File: src/rtl/pipe_hazard_ctrl.sv
// pipe_hazard_ctrl
//
// Central stall/flush scheduler for the 5-stage pipeline. Every cycle it
// decides, from the current state and the hazard inputs, which pipeline
// registers (PC, IF/ID, ID/EX, EX/MEM, MEM/WB) load, hold, or take a bubble.
//
// Priority of the decision, highest first:
//   1. HALT state         - everything frozen, MEM/WB takes bubbles
//   2. memory stall       - dmem_req && !dmem_ready
//   3. EX redirect        - squash IF/ID and ID/EX, PC loads the target
//   4. load-use hazard    - hold PC and IF/ID, bubble into ID/EX
//
// Parameters:
//   MEM_TIMEOUT  consecutive memory-wait cycles tolerated before halting (1..65535)
//   CNT_W        width of the performance counters
//
// Ports:
//   clk, rst                      clock, asynchronous active-high reset
//   ID_rs1, ID_rs2                source registers of the instruction in ID
//   ID_uses_rs1, ID_uses_rs2      the ID instruction really reads that source
//   EX_rd, EX_MemRead             destination / is-load of the instruction in EX
//   EX_redirect                   taken branch or jump resolved in EX
//   dmem_req, dmem_ready          MEM-stage access issued / completed this cycle
//   pc_en, ifid_en, idex_en,
//   exmem_en                      stage register load enables
//   ifid_flush, idex_flush,
//   memwb_flush                   bubble insertion
//   halted                        core halted after a memory timeout
//   stall_cnt, flush_cnt          performance counters
//
// Optional feature macro:
//   HAZ_PERF_CNT_EN  when defined, stall_cnt counts cycles with pc_en low and
//                    flush_cnt counts cycles with an IF/ID or ID/EX flush; both
//                    saturate at all-ones. When undefined both read 0 and no
//                    counter flops exist.

module pipe_hazard_ctrl #(
  parameter int MEM_TIMEOUT = 255,
  parameter int CNT_W       = 32
) (
  input  logic             clk,
  input  logic             rst,
  input  logic [4:0]       ID_rs1,
  input  logic [4:0]       ID_rs2,
  input  logic             ID_uses_rs1,
  input  logic             ID_uses_rs2,
  input  logic [4:0]       EX_rd,
  input  logic             EX_MemRead,
  input  logic             EX_redirect,
  input  logic             dmem_req,
  input  logic             dmem_ready,
  output logic             pc_en,
  output logic             ifid_en,
  output logic             idex_en,
  output logic             exmem_en,
  output logic             ifid_flush,
  output logic             idex_flush,
  output logic             memwb_flush,
  output logic             halted,
  output logic [CNT_W-1:0] stall_cnt,
  output logic [CNT_W-1:0] flush_cnt
);

  localparam logic [1:0] RUN      = 2'd0;
  localparam logic [1:0] MEM_WAIT = 2'd1;
  localparam logic [1:0] HALT     = 2'd2;

  // Last wait-count value that may still be followed by another wait cycle.
  localparam logic [15:0] WCNT_LAST = 16'(MEM_TIMEOUT - 1);

  logic [1:0]  state;
  logic [1:0]  state_nxt;
  logic [15:0] wcnt;
  logic [15:0] wcnt_nxt;

  logic mem_stall;
  logic rs1_hit;
  logic rs2_hit;
  logic load_use;

  assign mem_stall = dmem_req && !dmem_ready;

  // x0 is never a real producer, so a load into x0 cannot create a hazard.
  assign rs1_hit  = ID_uses_rs1 && (ID_rs1 == EX_rd);
  assign rs2_hit  = ID_uses_rs2 && (ID_rs2 == EX_rd);
  assign load_use = EX_MemRead && (EX_rd != 5'd0) && (rs1_hit || rs2_hit);

  // Combinational decision. The RUN/MEM_WAIT distinction only matters for the
  // timeout: a cycle in MEM_WAIT whose access completes (or whose request is
  // withdrawn) decodes exactly like RUN, so a pending redirect or load-use
  // acts in that same cycle.
  always_comb begin
    pc_en       = 1'b1;
    ifid_en     = 1'b1;
    idex_en     = 1'b1;
    exmem_en    = 1'b1;
    ifid_flush  = 1'b0;
    idex_flush  = 1'b0;
    memwb_flush = 1'b0;
    state_nxt   = state;
    wcnt_nxt    = wcnt;

    if (state == HALT) begin
      pc_en       = 1'b0;
      ifid_en     = 1'b0;
      idex_en     = 1'b0;
      exmem_en    = 1'b0;
      memwb_flush = 1'b1;
    end else if (mem_stall) begin
      pc_en       = 1'b0;
      ifid_en     = 1'b0;
      idex_en     = 1'b0;
      exmem_en    = 1'b0;
      memwb_flush = 1'b1;
      wcnt_nxt    = wcnt + 16'd1;
      // >= rather than == keeps MEM_TIMEOUT=1 from wrapping the counter.
      if ((state == MEM_WAIT) && (wcnt >= WCNT_LAST)) begin
        state_nxt = HALT;
      end else begin
        state_nxt = MEM_WAIT;
      end
    end else begin
      state_nxt = RUN;
      wcnt_nxt  = 16'd0;
      if (EX_redirect) begin
        // The ID instruction is wrong-path, so any load-use on it is moot.
        ifid_flush = 1'b1;
        idex_flush = 1'b1;
      end else if (load_use) begin
        // One bubble suffices: the load moves on to MEM next cycle.
        pc_en      = 1'b0;
        ifid_en    = 1'b0;
        idex_flush = 1'b1;
      end
    end
  end

  always_ff @(posedge clk or posedge rst) begin
    if (rst) begin
      state <= RUN;
      wcnt  <= 16'd0;
    end else begin
      state <= state_nxt;
      wcnt  <= wcnt_nxt;
    end
  end

  assign halted = (state == HALT);

`ifdef HAZ_PERF_CNT_EN
  localparam logic [CNT_W-1:0] CNT_ONE = {{(CNT_W-1){1'b0}}, 1'b1};

  logic [CNT_W-1:0] stall_q;
  logic [CNT_W-1:0] flush_q;

  // Saturating counters; they only clear on reset.
  always_ff @(posedge clk or posedge rst) begin
    if (rst) begin
      stall_q <= '0;
      flush_q <= '0;
    end else begin
      if (!pc_en && (stall_q != '1)) begin
        stall_q <= stall_q + CNT_ONE;
      end
      if ((ifid_flush || idex_flush) && (flush_q != '1)) begin
        flush_q <= flush_q + CNT_ONE;
      end
    end
  end

  assign stall_cnt = stall_q;
  assign flush_cnt = flush_q;
`else
  assign stall_cnt = '0;
  assign flush_cnt = '0;
`endif

endmodule

File: config.mk
export PLATFORM = sky130hd
export DESIGN_NAME = pipe_hazard_ctrl
export DESIGN_NICKNAME = d
export VERILOG_FILES = /design/src/rtl/pipe_hazard_ctrl.sv
export SDC_FILE = /design/constraint.sdc
export NUM_CORES = 1
export LEC_CHECK = 0
export ABC_AREA = 1
export CAP_MARGIN = 20
export CORE_MARGIN = 1.5
export CORE_UTILIZATION = 35
export DETAILED_ROUTE_END_ITERATION = 10
export PLACE_DENSITY = 0.82
export SETUP_SLACK_MARGIN = 0.15
export SYNTH_ARGS = -nofsm -noshare
export SYNTH_HDL_FRONTEND = slang
export SYNTH_SLANG_ARGS = --single-unit
File: constraint.sdc
create_clock -name clk -period 1.54 [get_ports clk]
set_input_delay 0.308 -clock clk [delete_from_list [all_inputs] [get_ports clk]]
set_output_delay 0.308 -clock clk [all_outputs]
set_load 0.01 [all_outputs]
==> metrics.md, run 1 <==
| Metric | Value |
|---|---|
| Gr ovfl total | `0` |
| Yosys warnings | `0` |
| FMAX | `657 MHz` |
| Largest family of logic cells by synthesized area | `buffers and inverters` |
| Clock-pin slew on the worst setup and hold paths | `0.06 ns` |
| DRC violations left | `0` |
| Final Hold Vio Count | `0` |
| Lkg Pwr | `1.20 nW` |
| Setup TNS | `0 ns` |
| Initial antenna violation count | `0` |
| Synthesized area per cell | `6.59 um^2` |
| CP Cell Sequence | `buf_6 > inv_1 > nand4_1 > o21ai_1 > inv_1 > nand2_1 > nand2_2 > nand2_4 > buf_6` |
| Vias per cell | `4.05` |
| Most frequent cells in the layout | `conb_1, nand2_1, inv_1` |
| Core box area | `4820 um^2` |
| Peak supply drop | `399 uV` |
| Yosys cell types | `21` |
| RSZ-0062 raised after global routing | `true` |
| DR vias | `1530` |
| Clock tree buffer depth | `2` |
| Cell Area, Synth | `1780 um^2` |
| Vias in the first global route | `1257` |
| Global placer's final weighted congestion | `0.876` |
| Fin util | `42.8%` |
| Synthesized instance count | `270` |
| Max cap viols | `0` |
| CTS H-Tree Depth | `1` |
| Post-DP Area | `1960 um^2` |
| Die Width | `74.3 um` |
| CP Capture Type | `output port` |
| Clk root buf | `clkbuf_8` |
| CTS tree | `built` |
| Largest net degree at the start of global routing | `19` |
| Buffers on Ports | `30` |
| Die height | `74.3 um` |
| Ant. Diodes | `0` |
| Row Count | `25` |
| CP max-delay cell | `o21ai_1` |
| Final WL | `3550 um` |
| Initial core utilization | `36.9%` |
| Detailed Place HPWL | `2670 um` |
| Compound-gate portion of the synthesized area | `6.61%` |
| Post-synthesis simple-gate area fraction | `29.3%` |
| Share of post-route cells with drive strength above 1 | `24.8%` |
| Crit path DAT | `1.21 ns` |
| Pwr per Cell Area | `473 nW/um^2` |
| Number of CTS-inserted buffers | `3` |
| Setup CP Type | `in2out` |
| Post-Synth XOR/XNOR Area | `0%` |
| Post-detailed-route wirelength per cell | `9.40 um` |
| Endpoints failing setup | `0` |
| CTS sink count | `18` |
| CP max FO | `3` |
| Clk Latency, worst-skew pair | `0.25 ns` |
| Worst path required time | `1.23 ns` |
| Final Max Tran Viols | `0` |
| Iteration-0 DRC Markers | `47` |
| Detailed Routing Iterations Pass 1 | `4` |
| Post-synthesis mux area share | `0%` |
| Final Instance Area | `2060 um^2` |
| Status | `finished clean` |
| Crit start category | `input port` |
| Gr usage total | `12.4%` |
| Antenna Nets Post-Route | `0` |
| Final period util | `98.9%` |
| Die area | `5520 um^2` |
| Post-Synth Adder-Cell Area | `1.41%` |
| Final net count | `338` |
| I/O pins | `95` |
| Worst Hold Class | `in2async` |
| R2R depth | `10` |
| Clock skew | `0.00182 ns` |
| Layout fillers | `510` |
| Critical path's largest stage delay | `0.19 ns` |
| Tmin final | `1.52 ns` |
| #FFs+latches synth | `18` |
| First-pass GRT wire length | `5400 um` |
| Register area share after synthesis | `25.3%` |
| Pwr Total | `0.976 mW` |
| P&R area growth vs syn | `15.9%` |
| Commonest non-fill, non-tap cell in the layout | `conb_1` |
registers in the layout, summed over array words and instances, names as in the netlist:
register / flops
state: 2
wcnt: 16
timing repair:
action | CTS | global route
endpoints found under the hold margin | 0 | 0
setup buffers | 1 | 4
hold buffers | 0 | 0
pin swaps | 29 | 19
setup endpoints to repair | 9 | 13
resized for setup | 105 | 31
metrics by stage:
step | hold slack (ns) | worst slack, ns | instances
3_5_place_dp | 0.486 | -0.728 | 370
5_1_grt | 0.397 | 0.00321 | 378
3_3_place_gp | 0.487 | -0.704 | 370
4_1_cts | 0.380 | 0.0111 | 374
2_1_floorplan | 0.247 | 0.178 | 333
6_report | 0.368 | 0.0172 | 378
path summary, 6_finish.rpt:
kind / slack (ns) / to / from
min in group clk: 0.49 / wcnt[3] / wcnt[3]
max in group asynchronous: 0.96 / wcnt[1] / rst
min reg2reg: 0.49 / wcnt[3] / wcnt[3]
min: 0.37 / state[0] / rst
max: 0.02 / ifid_en / EX_rd[2]
max reg2reg: 0.19 / wcnt[14] / state[1]
synthesized netlist by cell type:
cell     number  area share (%)
a21oi_1       7             2.0
a31oi_1       2            0.70
buf_4        67              28
buf_6         1            0.63
conb_1        1            0.21
dfrtp_1      18              25
ha_1          2             1.4
inv_1        36             7.6
inv_2         3            0.63
nand2_1      62              13
nand2_2       3             1.1
nand3_1      11             3.1
nand3_2       2             1.1
nand4_1       6             2.1
nor2_1       28             5.9
nor2_2        4             1.4
nor3_1        1            0.28
nor3_4        1            0.91
o21ai_0       3            0.84
o21ai_1      11             3.1
or2_1         1            0.35
cells by family after synthesis:
kind of cell,count (synthesis)
AND/OR/NAND/NOR,119
buffers and inverters,107
AO/OA/AOI/OAI,23
flip-flops,18
adder cells (fa/ha/maj),2
other,1
where the power goes:
group          total (mW)  switching, mW  internal [mW]
Clock               0.316          0.142          0.173
Sequential          0.473              0          0.473
Combinational       0.188          0.131         0.0566
Total               0.976          0.274          0.703
area by class of cell:
type,count,area (um^2),share of cell area [%]
clock buffers,3,41.3,2.00
repair buffers,43,340,16.5
flip-flops and latches,18,453,22.0
multi-input cells,208,992,48.1
inverters,39,151,7.34
well taps,67,83.8,4.07
metal layers:
metal  wire length [um]  global-route usage [%]
met2               1860                    21.2
met4                 32                    3.43
met3                173                    2.98
met1               1490                    15.7
met5                  0                       0
critical path, delay by kind of cell:
kind / cells / cell delay, ns
buf+inv: 4 / 0.37
simple gates: 4 / 0.34
compound gates: 1 / 0.19
Note: power is estimated with default switching activity, not from simulation.
==> run 2: changes to the inputs <==
--- a/config.mk
+++ b/config.mk
@@ -10,7 +10,7 @@
 export CORE_MARGIN = 1.5
 export CORE_UTILIZATION = 35
 export DETAILED_ROUTE_END_ITERATION = 10
-export PLACE_DENSITY = 0.82
+export PLACE_DENSITY = 0.73
 export SETUP_SLACK_MARGIN = 0.15
 export SYNTH_ARGS = -nofsm -noshare
 export SYNTH_HDL_FRONTEND = slang
==> run 2 against run 1 <==
Against the previous run:
- critical path depth is 2 higher
- combinational power hardly changed
- sequential cell count stayed put
- register-to-register slack hardly changed
==> metrics.md, run 2 (synthesized netlist as in run 1, its figures left out) <==
| Metric | Value |
|---|---|
| Initial antenna violation count | `0 (unchanged)` |
| Iteration-0 DRC Markers | `52 (+11%)` |
| Ant. Diodes | `0 (unchanged)` |
| R2R depth | `7 (-3)` |
| Number of CTS-inserted buffers | `3 (unchanged)` |
| Pwr Total | `1.06 mW (+8.1%)` |
| CTS sink count | `18 (unchanged)` |
| R2r setup slk | `0.20 ns (about the same)` |
| Lkg Pwr | `1.24 nW (+3.5%)` |
| Post-detailed-route wirelength per cell | `9.61 um (+2.2%)` |
| Global placer's final weighted congestion | `0.820 (-6.3%)` |
| CTS hold repair buffers | `0 (unchanged)` |
| Die Width | `74.3 um (unchanged)` |
| Clock-pin slew on the worst setup and hold paths | `0.08 ns (+0.02 ns)` |
| RSZ-0062 raised after global routing | `true` |
| Final WL | `3680 um (+3.6%)` |
| CP Capture Type | `output port` |
| Vias per cell | `4.12 (+1.7%)` |
| Final period util | `99.5% (+0.59 points)` |
| Initial core utilization | `36.9% (unchanged)` |
| Fin util | `44.2% (+1.4 points)` |
| Clk root buf | `clkbuf_8` |
| Antenna Nets Post-Route | `0 (unchanged)` |
| Final Hold Vio Count | `0 (unchanged)` |
| DRC violations left | `0 (unchanged)` |
| Detailed Place HPWL | `2750 um (+2.9%)` |
| Clock tree buffer depth | `2 (unchanged)` |
| Largest net degree at the start of global routing | `19 (unchanged)` |
| Fin worst setup slack | `0.00806 ns (-0.00912 ns)` |
| Commonest non-fill, non-tap cell in the layout | `conb_1` |
| Share of post-route cells with drive strength above 1 | `24.7% (-0.075 points)` |
| Worst hold slack | `0.362 ns (-0.00535 ns)` |
| Buffers on Ports | `30 (unchanged)` |
| DR vias | `1577 (+3.1%)` |
| CP max FO | `2 (-1)` |
| Final net count | `342 (+1.2%)` |
| Crit start category | `input port` |
| Layout fillers | `482 (-5.5%)` |
| CTS H-Tree Depth | `1 (unchanged)` |
| Die area | `5520 um^2 (unchanged)` |
| Most frequent cells in the layout | `conb_1, nand2_1, inv_1` |
| Tmin final | `1.53 ns (+0.00912 ns)` |
| Status | `finished clean` |
| Clk Latency, worst-skew pair | `0.26 ns (about the same)` |
| Pre-CTS WS | `-0.697 ns (+0.0307 ns)` |
| Max cap viols | `0 (unchanged)` |
| RR Startpoint | `state[1]` |
| First-pass GRT wire length | `5630 um (+4.2%)` |
| Worst Hold Class | `in2async` |
| P&R area growth vs syn | `19.8%` |
| Largest Register | `wcnt` |
| Endpoints failing setup | `0 (unchanged)` |
| Setup TNS | `0 ns (unchanged)` |
| Peak supply drop | `256 uV (-36%)` |
| Final Max Tran Viols | `0 (unchanged)` |
| Core box area | `4820 um^2 (unchanged)` |
| Gr ovfl total | `0 (unchanged)` |
| Pwr per Cell Area | `496 nW/um^2 (+4.7%)` |
| Gr usage total | `12.8% (+0.37 points)` |
| I/O pins | `95 (unchanged)` |
| Crit path DAT | `1.22 ns (about the same)` |
| CTS tree | `built` |
| Setup CP Type | `in2out` |
| Largest register FFs | `16 (unchanged)` |
| Row Count | `25 (unchanged)` |
| Clock skew | `0.00874 ns (+0.00692 ns)` |
| Critical R2R Capture | `wcnt[8]` |
| Top Registers | `wcnt x16, state x2` |
| FMAX | `653 MHz (-0.60%)` |
| Worst path required time | `1.23 ns (about the same)` |
| Vias in the first global route | `1313 (+4.5%)` |
| Detailed Routing Iterations Pass 1 | `4 (unchanged)` |
| Die height | `74.3 um (unchanged)` |
run 2: cell types whose count changed in the layout (fill, tap and decap cells not counted), moves of 2 or more:
cell / previous run / this run
clkbuf_2: 4 / 0
buf_2: 11 / 13
buf_4: 12 / 14
buf_6: 8 / 10
dfrtp_1: 16 / 18
dfrtp_2: 2 / 0
nand2_2: 9 / 7
run 2: metrics by stage:
| stage | cells | instance area (um^2) |
|---|---|---|
| after floorplan | 333 | 2030 |
| after global placement | 372 | 1970 |
| after detailed placement | 372 | 1970 |
| after CTS | 378 | 2000 |
| after global routing | 383 | 2130 |
| final | 383 | 2130 |
run 2: final cells by class:
class / count / area, um^2 / area share, %
multi-input cells: 208 / 1000 / 47.0
flip-flops and latches: 18 / 450 / 21.1
repair buffers: 47 / 385 / 18.1
inverters: 39 / 154 / 7.22
well taps: 67 / 83.8 / 3.93
clock buffers: 4 / 55.1 / 2.58
run 2: repair_timing:
action / in CTS / in global routing
endpoints found under the setup margin: 9 / 15
pin swaps: 32 / 15
cloned: 0 / 0
gates resized for setup: 114 / 25
buffers inserted: 2 / 5
run 2: critical path, cell delays in order:
cell and delay, ns:
buf_6 0.10, buf_6 0.11, nand2_2 0.04, nand2_1 0.06
nor2_1 0.11, nand3_1 0.09, nand2_2 0.10, nand2_2 0.07
nand2_4 0.06, nand2_4 0.05, buf_6 0.12
run 2: worst max-delay path by stage:
stage,start,to,slack (ns)
after floorplan,state[0],pc_en,0.18
after global placement,EX_rd[4],idex_flush,-0.71
after detailed placement,EX_rd[4],pc_en,-0.70
after CTS,EX_rd[2],pc_en,0.03
after global routing,EX_rd[4],pc_en,-0.06
final,EX_rd[2],pc_en,0.008
run 2: power by group:
group / switching (mW) / leakage, nW / internal, mW
Clock: 0.170 / 0.0288 / 0.227
Combinational: 0.131 / 0.985 / 0.0552
Sequential: 0 / 0.231 / 0.472
Total: 0.301 / 1.24 / 0.755
run 2: per-layer routing:
layer	wire length [um]	vias to the layer above	global-route usage (%)
met3	135	8	1.08
met2	1900	58	22.2
met4	57	0	5.05
met5	0	-	0
li1	-	792	-
met1	1590	719	16.4
